File: src/rtl/keypad_scanner.sv
// 4x4 matrix keypad scanner: one active-low row is driven at a time, the column
// lines are synchronized and debounced, and each accepted key gives one pulse.
module keypad_scanner #(
  parameter int unsigned SCAN_DIV        = 4,
  parameter int unsigned DEBOUNCE_CYCLES = 8
) (
  input  logic       clock,
  input  logic       reset,
  input  logic [3:0] col_in,
  output logic [3:0] row_out,
  output logic [3:0] key,
  output logic       shift,
  output logic       alarm_button,
  output logic       time_button
);

  localparam int unsigned DIV_W = (SCAN_DIV > 1) ? $clog2(SCAN_DIV) : 1;
  localparam int unsigned CNT_W = $clog2(DEBOUNCE_CYCLES + 1);

  typedef enum logic [1:0] {
    SCAN,
    DEBOUNCE,
    EMIT,
    WAIT_RELEASE
  } state_t;

  logic [3:0]       r_sync1;
  logic [3:0]       r_sync2;
  state_t           r_state;
  logic [1:0]       r_row;
  logic [DIV_W-1:0] r_div;
  logic [CNT_W-1:0] r_cnt;
  logic [3:0]       r_lat_col;
  logic [3:0]       r_key;
  logic             r_shift;
  logic             r_alarm;
  logic             r_time;

  state_t           w_state_nxt;
  logic [1:0]       w_row_nxt;
  logic [DIV_W-1:0] w_div_nxt;
  logic [CNT_W-1:0] w_cnt_nxt;
  logic [CNT_W-1:0] w_cnt_inc;
  logic [3:0]       w_lat_nxt;
  logic [3:0]       w_key_nxt;
  logic             w_shift_nxt;
  logic             w_alarm_nxt;
  logic             w_time_nxt;
  logic             w_one_low;
  logic             w_window_end;
  logic             w_db_done;
  logic [1:0]       w_col_idx;
  logic             w_is_digit;
  logic [3:0]       w_digit;
  logic             w_is_a;
  logic             w_is_b;

  always_ff @(posedge clock) begin
    if (reset) begin
      r_sync1 <= '1;
      r_sync2 <= '1;
    end else begin
      r_sync1 <= col_in;
      r_sync2 <= r_sync1;
    end
  end

  assign w_one_low    = ($countones(~r_sync2) == 1);
  assign w_window_end = (r_div == DIV_W'(SCAN_DIV - 1));
  assign w_cnt_inc    = r_cnt + CNT_W'(1);
  assign w_db_done    = (w_cnt_inc == CNT_W'(DEBOUNCE_CYCLES));

  always_comb begin
    case (r_lat_col)
      4'b1110: w_col_idx = 2'd0;
      4'b1101: w_col_idx = 2'd1;
      4'b1011: w_col_idx = 2'd2;
      default: w_col_idx = 2'd3;
    endcase
  end

  // Keymap: C, D, * and # decode to nothing and are silently swallowed.
  always_comb begin
    w_is_digit = 1'b0;
    w_digit    = '0;
    w_is_a     = 1'b0;
    w_is_b     = 1'b0;
    case ({r_row, w_col_idx})
      4'h0: begin w_is_digit = 1'b1; w_digit = 4'd1; end
      4'h1: begin w_is_digit = 1'b1; w_digit = 4'd2; end
      4'h2: begin w_is_digit = 1'b1; w_digit = 4'd3; end
      4'h3: w_is_a = 1'b1;
      4'h4: begin w_is_digit = 1'b1; w_digit = 4'd4; end
      4'h5: begin w_is_digit = 1'b1; w_digit = 4'd5; end
      4'h6: begin w_is_digit = 1'b1; w_digit = 4'd6; end
      4'h7: w_is_b = 1'b1;
      4'h8: begin w_is_digit = 1'b1; w_digit = 4'd7; end
      4'h9: begin w_is_digit = 1'b1; w_digit = 4'd8; end
      4'hA: begin w_is_digit = 1'b1; w_digit = 4'd9; end
      4'hD: begin w_is_digit = 1'b1; w_digit = 4'd0; end
      default: ;
    endcase
  end

  always_comb begin
    w_state_nxt = r_state;
    w_row_nxt   = r_row;
    w_div_nxt   = r_div;
    w_cnt_nxt   = r_cnt;
    w_lat_nxt   = r_lat_col;
    w_key_nxt   = r_key;
    w_shift_nxt = 1'b0;
    w_alarm_nxt = 1'b0;
    w_time_nxt  = 1'b0;
    case (r_state)
      SCAN: begin
        if (w_window_end) begin
          w_div_nxt = '0;
          if (w_one_low) begin
            w_lat_nxt   = r_sync2;
            w_cnt_nxt   = '0;
            w_state_nxt = DEBOUNCE;
          end else begin
            w_row_nxt = r_row + 2'd1;
          end
        end else begin
          w_div_nxt = r_div + DIV_W'(1);
        end
      end
      DEBOUNCE: begin
        if (r_sync2 == r_lat_col) begin
          if (w_db_done) begin
            // Pulses are registered on entry so they are high during EMIT itself.
            w_state_nxt = EMIT;
            w_cnt_nxt   = '0;
            w_shift_nxt = w_is_digit;
            w_alarm_nxt = w_is_a;
            w_time_nxt  = w_is_b;
            if (w_is_digit) begin
              w_key_nxt = w_digit;
            end
          end else begin
            w_cnt_nxt = w_cnt_inc;
          end
        end else begin
          w_state_nxt = SCAN;
          w_div_nxt   = '0;
          w_cnt_nxt   = '0;
        end
      end
      EMIT: begin
        w_state_nxt = WAIT_RELEASE;
        w_cnt_nxt   = '0;
      end
      WAIT_RELEASE: begin
        if (r_sync2 == '1) begin
          if (w_db_done) begin
            w_state_nxt = SCAN;
            w_row_nxt   = r_row + 2'd1;
            w_div_nxt   = '0;
            w_cnt_nxt   = '0;
          end else begin
            w_cnt_nxt = w_cnt_inc;
          end
        end else begin
          w_cnt_nxt = '0;
        end
      end
      default: w_state_nxt = SCAN;
    endcase
  end

  always_ff @(posedge clock) begin
    if (reset) begin
      r_state   <= SCAN;
      r_row     <= '0;
      r_div     <= '0;
      r_cnt     <= '0;
      r_lat_col <= '1;
      r_key     <= '0;
      r_shift   <= 1'b0;
      r_alarm   <= 1'b0;
      r_time    <= 1'b0;
    end else begin
      r_state   <= w_state_nxt;
      r_row     <= w_row_nxt;
      r_div     <= w_div_nxt;
      r_cnt     <= w_cnt_nxt;
      r_lat_col <= w_lat_nxt;
      r_key     <= w_key_nxt;
      r_shift   <= w_shift_nxt;
      r_alarm   <= w_alarm_nxt;
      r_time    <= w_time_nxt;
    end
  end

  assign row_out      = ~(4'b0001 << r_row);
  assign key          = r_key;
  assign shift        = r_shift;
  assign alarm_button = r_alarm;
  assign time_button  = r_time;

  a_row_onehot: assert property (@(posedge clock) $onehot(~row_out));
  a_pulse_excl: assert property (@(posedge clock) $onehot0({shift, alarm_button, time_button}));
  a_pulse_once: assert property (@(posedge clock) disable iff (reset)
    (shift || alarm_button || time_button) |=> !(shift || alarm_button || time_button));

endmodule

File: config.mk
export PLATFORM = sky130hd
export DESIGN_NAME = keypad_scanner
export DESIGN_NICKNAME = d
export VERILOG_FILES = /design/src/rtl/keypad_scanner.sv
export SDC_FILE = /design/constraint.sdc
export NUM_CORES = 1
export LEC_CHECK = 0
export CAP_MARGIN = 15
export CORE_UTILIZATION = 45
export CTS_BUF_LIST = sky130_fd_sc_hd__clkbuf_4 sky130_fd_sc_hd__clkbuf_8 sky130_fd_sc_hd__clkbuf_16
export DETAILED_ROUTE_END_ITERATION = 10
export GPL_ROUTABILITY_DRIVEN = 1
export GPL_TIMING_DRIVEN = 0
export PLACE_DENSITY = 0.72
export SYNTH_ARGS = -nofsm -noshare
export SYNTH_HDL_FRONTEND = slang
export SYNTH_SLANG_ARGS = --single-unit
File: constraint.sdc
create_clock -name clock -period 2.3 [get_ports clock]
set_input_delay 0.345 -clock clock [delete_from_list [all_inputs] [get_ports clock]]
set_output_delay 0.345 -clock clock [all_outputs]
set_load 0.05 [all_outputs]
==> metrics.txt <==
die height just over 60 µm; multi-input logic area approximately 930 µm²; CTS tree built; port bufs 16; routed wire length around 3000 µm; Worst path slowest cell fa_1; sequential area share after synthesis 37.0%; Slew @ Worst Pin between 500 and 600 ps; post-synth top area share between 30% and 40%; drt initial violations 39; failing checks negative setup slack; worst setup path class reg2reg; cts bufs inserted 5; Mapped Nets 188; register share of total power ~56%; Clk pin slew, worst setup/hold paths about 80 ps; total power per unit cell area a little under 500 nW/µm²; worst r2r path cells 8; H-tree depth 2; DRT Pass-1 Iters 4; Hold Crit Depth 1; static leakage roughly 0.8 nW; R2R setup slack -10 ps; Sw Ratio around a quarter; Yosys warnings 0; global-route usage over all layers roughly a fifth; logic gate share of total power approximately a tenth; Worst Skew 4.65 ps; Synth Register Bits 29; Post-Synthesis Cell Area ~1600 µm²; Max-Cap Viols 0; Tcrit/Tclk final 100%; first-pass GRT wire length roughly 5000 µm; crit-path max FO 3; initial core utilization 47.0%; number of global-route vias before repair approximately 1200; Worst Hold End r_sync2[1]$_SDFF_PP1_; fraction of registers with async set/reset 0%; Vias roughly 1300; Final setup viols 1; IO Pins 17; capture point of the worst reg-to-reg path r_row[0]$_SDFFE_PP0P_; Critical Path RT about 2500 ps; worst hold path class reg2reg; setup TNS -10.2 ps; Rel. slew slack between 60 and 70%; status finished with violations; Cell Rows 21; clk_lat worst skew approximately 320 ps; Most used DFF post-synth dfxtp_1; drc violations 0; register area between 500 and 600 µm²; cells along the critical path fa_1, inv_1, ha_2, ha_4, nor3b_4, nor2_1, a21oi_2, mux2_4; final worst setup slack -10.2 ps; Total Power between 0.0009 and 0.001 W; crit path DAT 2530 ps; Fin. Hold Viols 0; Synth Instances 171; Synth area leaders dfxtp_1 (37%), ha_1 (8.0%), nand2_1 (4.3%); Critical Path Max Stage Delay approximately 530 ps; largest net degree at the start of global routing 11; EDFF count, synth 0; core outline area roughly 3300 µm²; Nets about 210; Synth area leader dfxtp_1; FMAX 433 MHz; critical hold path startpoint r_sync1[1]$_SDFF_PP1_; syn avg cell area 9.18 µm²; Final min period about 2300 ps; Int Pwr 0.000710 W; WL per Instance approximately 12 µm; Final ANT Viol Nets 0; CTS sink count 29; die area about 3700 µm²; Overflow after GRT 0; synthesis-to-layout area growth 21.3%; DP Wirelength about 2200 µm; crit path from r_sync2[0]$_SDFF_PP1_; filler instances 310; Worst Setup End Kind flop; Final Wtd Congestion 0.851; CTS max path bufs 2; number of diodes 0; Cell variety after synth 49; Slew Viols, Final 0; FF-to-FF Start r_sync2[0]$_SDFF_PP1_; vias per inst 5.27; layout cell share with drive strength beyond 1 a little under a fifth; antenna violations before repair 0; power share of the clock group between 30% and 40%; CTS root buf clkbuf_4; Die X between 60 and 70 µm; startpoint types flop; RSZ-0062 raised after global routing true; peak supply drop between 0.3 and 0.4 mV; Psw ~0.00022 W
[worst max path at each step]
stage          cells after the start  slack (ps)                         to
2_1_floorplan                      8          30      r_row[0]$_SDFFE_PP0P_
3_3_place_gp                       8        -150      r_row[0]$_SDFFE_PP0P_
6_report                           8         -10      r_row[0]$_SDFFE_PP0P_
4_1_cts                            8         -40      r_row[0]$_SDFFE_PP0P_
5_1_grt                            8        -100  r_lat_col[0]$_SDFFE_PP1P_
3_5_place_dp                       8        -190      r_row[0]$_SDFFE_PP0P_
[layout by cell type (no fill, tap or decap), types with 3 or more instances in the layout]
cell type and count:
a22o_1 4, a31oi_1 3, nor2_1 8, or2_2 8
buf_4 5, a21oi_1 6, xor2_1 5, inv_1 11
and2_1 3, and3_1 5, mux2i_1 6, dfxtp_1 27
nand2_1 18, ha_1 8, o21ai_0 5, clkdlybuf4s50_1 13
o21ai_1 3, clkbuf_4 6, nand3_1 5
[layout make-up]
cell class,count,area share (%)
Clock buffer,7,3.09
Buffer,7,2.43
Tap cell,46,3.02
Sequential cell,29,30.8
Inverter,11,2.17
Timing Repair Buffer,18,9.40
Multi-Input combinational cell,124,49.1
[metal layers]
layer  global-route usage [%]  part of all wire (%)
met1                     21.9                    44
met2                     30.6                    50
met3                     5.46                   3.5
met5                        0                     0
met4                     11.0                   3.1
[metrics by stage]
stage	cell area, µm²	setup WS (ps)	cells	util, %	hold WS (ps)
after floorplan	1570	31.9	171	-	389
after global placement	1790	-149	233	53.7	394
after detailed placement	1790	-188	233	53.7	397
after CTS	1860	-42.6	241	55.8	420
after global routing	1900	-97.8	242	57.0	435
final	1900	-10.2	242	57.0	416
[worst max-delay path: cells and delay by family, from the launching register on]
| family | cells | cell delay [ps] |
|---|---|---|
| flip-flops | 1 | 360 |
| buffers and inverters | 1 | 50 |
| AO/OA/AOI/OAI | 1 | 220 |
| adder cells (fa/ha/maj) | 3 | 950 |
| AND/OR/NAND/NOR | 2 | 290 |
| multiplexers | 1 | 330 |
[power groups by stage]
stage	Combinational (W)	Clock [W]	Sequential, W
final	0.0000861	0.000319	0.000520
after global routing	0.0000972	0.000360	0.000522
after CTS	0.0000799	0.000331	0.000521
after detailed placement	0.0000786	0	0.000533
after global placement	0.0000762	0	0.000532
after floorplan	0.0000557	0	0.000531
[timing repair]
item                                    4_1_cts  5_1_grt
gates resized for setup                       3        9
hold buffers                                  0        0
setup buffers                                 1        1
endpoints found under the setup margin        9       13
pin swaps                                     1        3
cloned                                        0        0
[sequential cells by signal, indices dropped and copies added, names as in the netlist, named ones only]
signal        flops
r_state           1
shift             1
r_sync1           4
alarm_button      1
r_div             2
r_row             2
time_button       1
r_lat_col         4
r_sync2           4
key               4
r_cnt             4
[cells in the mapped netlist, types with 2 or more instances]
cell type and instances:
a21oi_1 7, a22o_1 4, a31oi_1 3, and2_1 3, and3_1 5, buf_4 3, clkbuf_1 2, dfxtp_1 29
ha_1 10, inv_1 11, mux2i_1 6, nand2_1 18, nand2b_1 2, nand3_1 5, nand3b_1 2, nor2_1 8
nor2b_1 2, o21ai_0 5, o21ai_1 3, o311ai_0 2, or2_2 8, xnor2_1 2, xor2_1 5
[logic make-up (layout without fill, tap and decap cells)]
family	count (synthesis)	count (layout)	share of synthesized area, %
AO/OA/AOI/OAI	37	37	17.1
XOR/XNOR	7	7	3.91
adder cells (fa/ha/maj)	11	11	9.25
buffers and inverters	18	43	5.58
flip-flops	29	29	37.0
multiplexers	7	7	4.55
AND/OR/NAND/NOR	62	62	22.6
(Power assumes the default switching activity.)
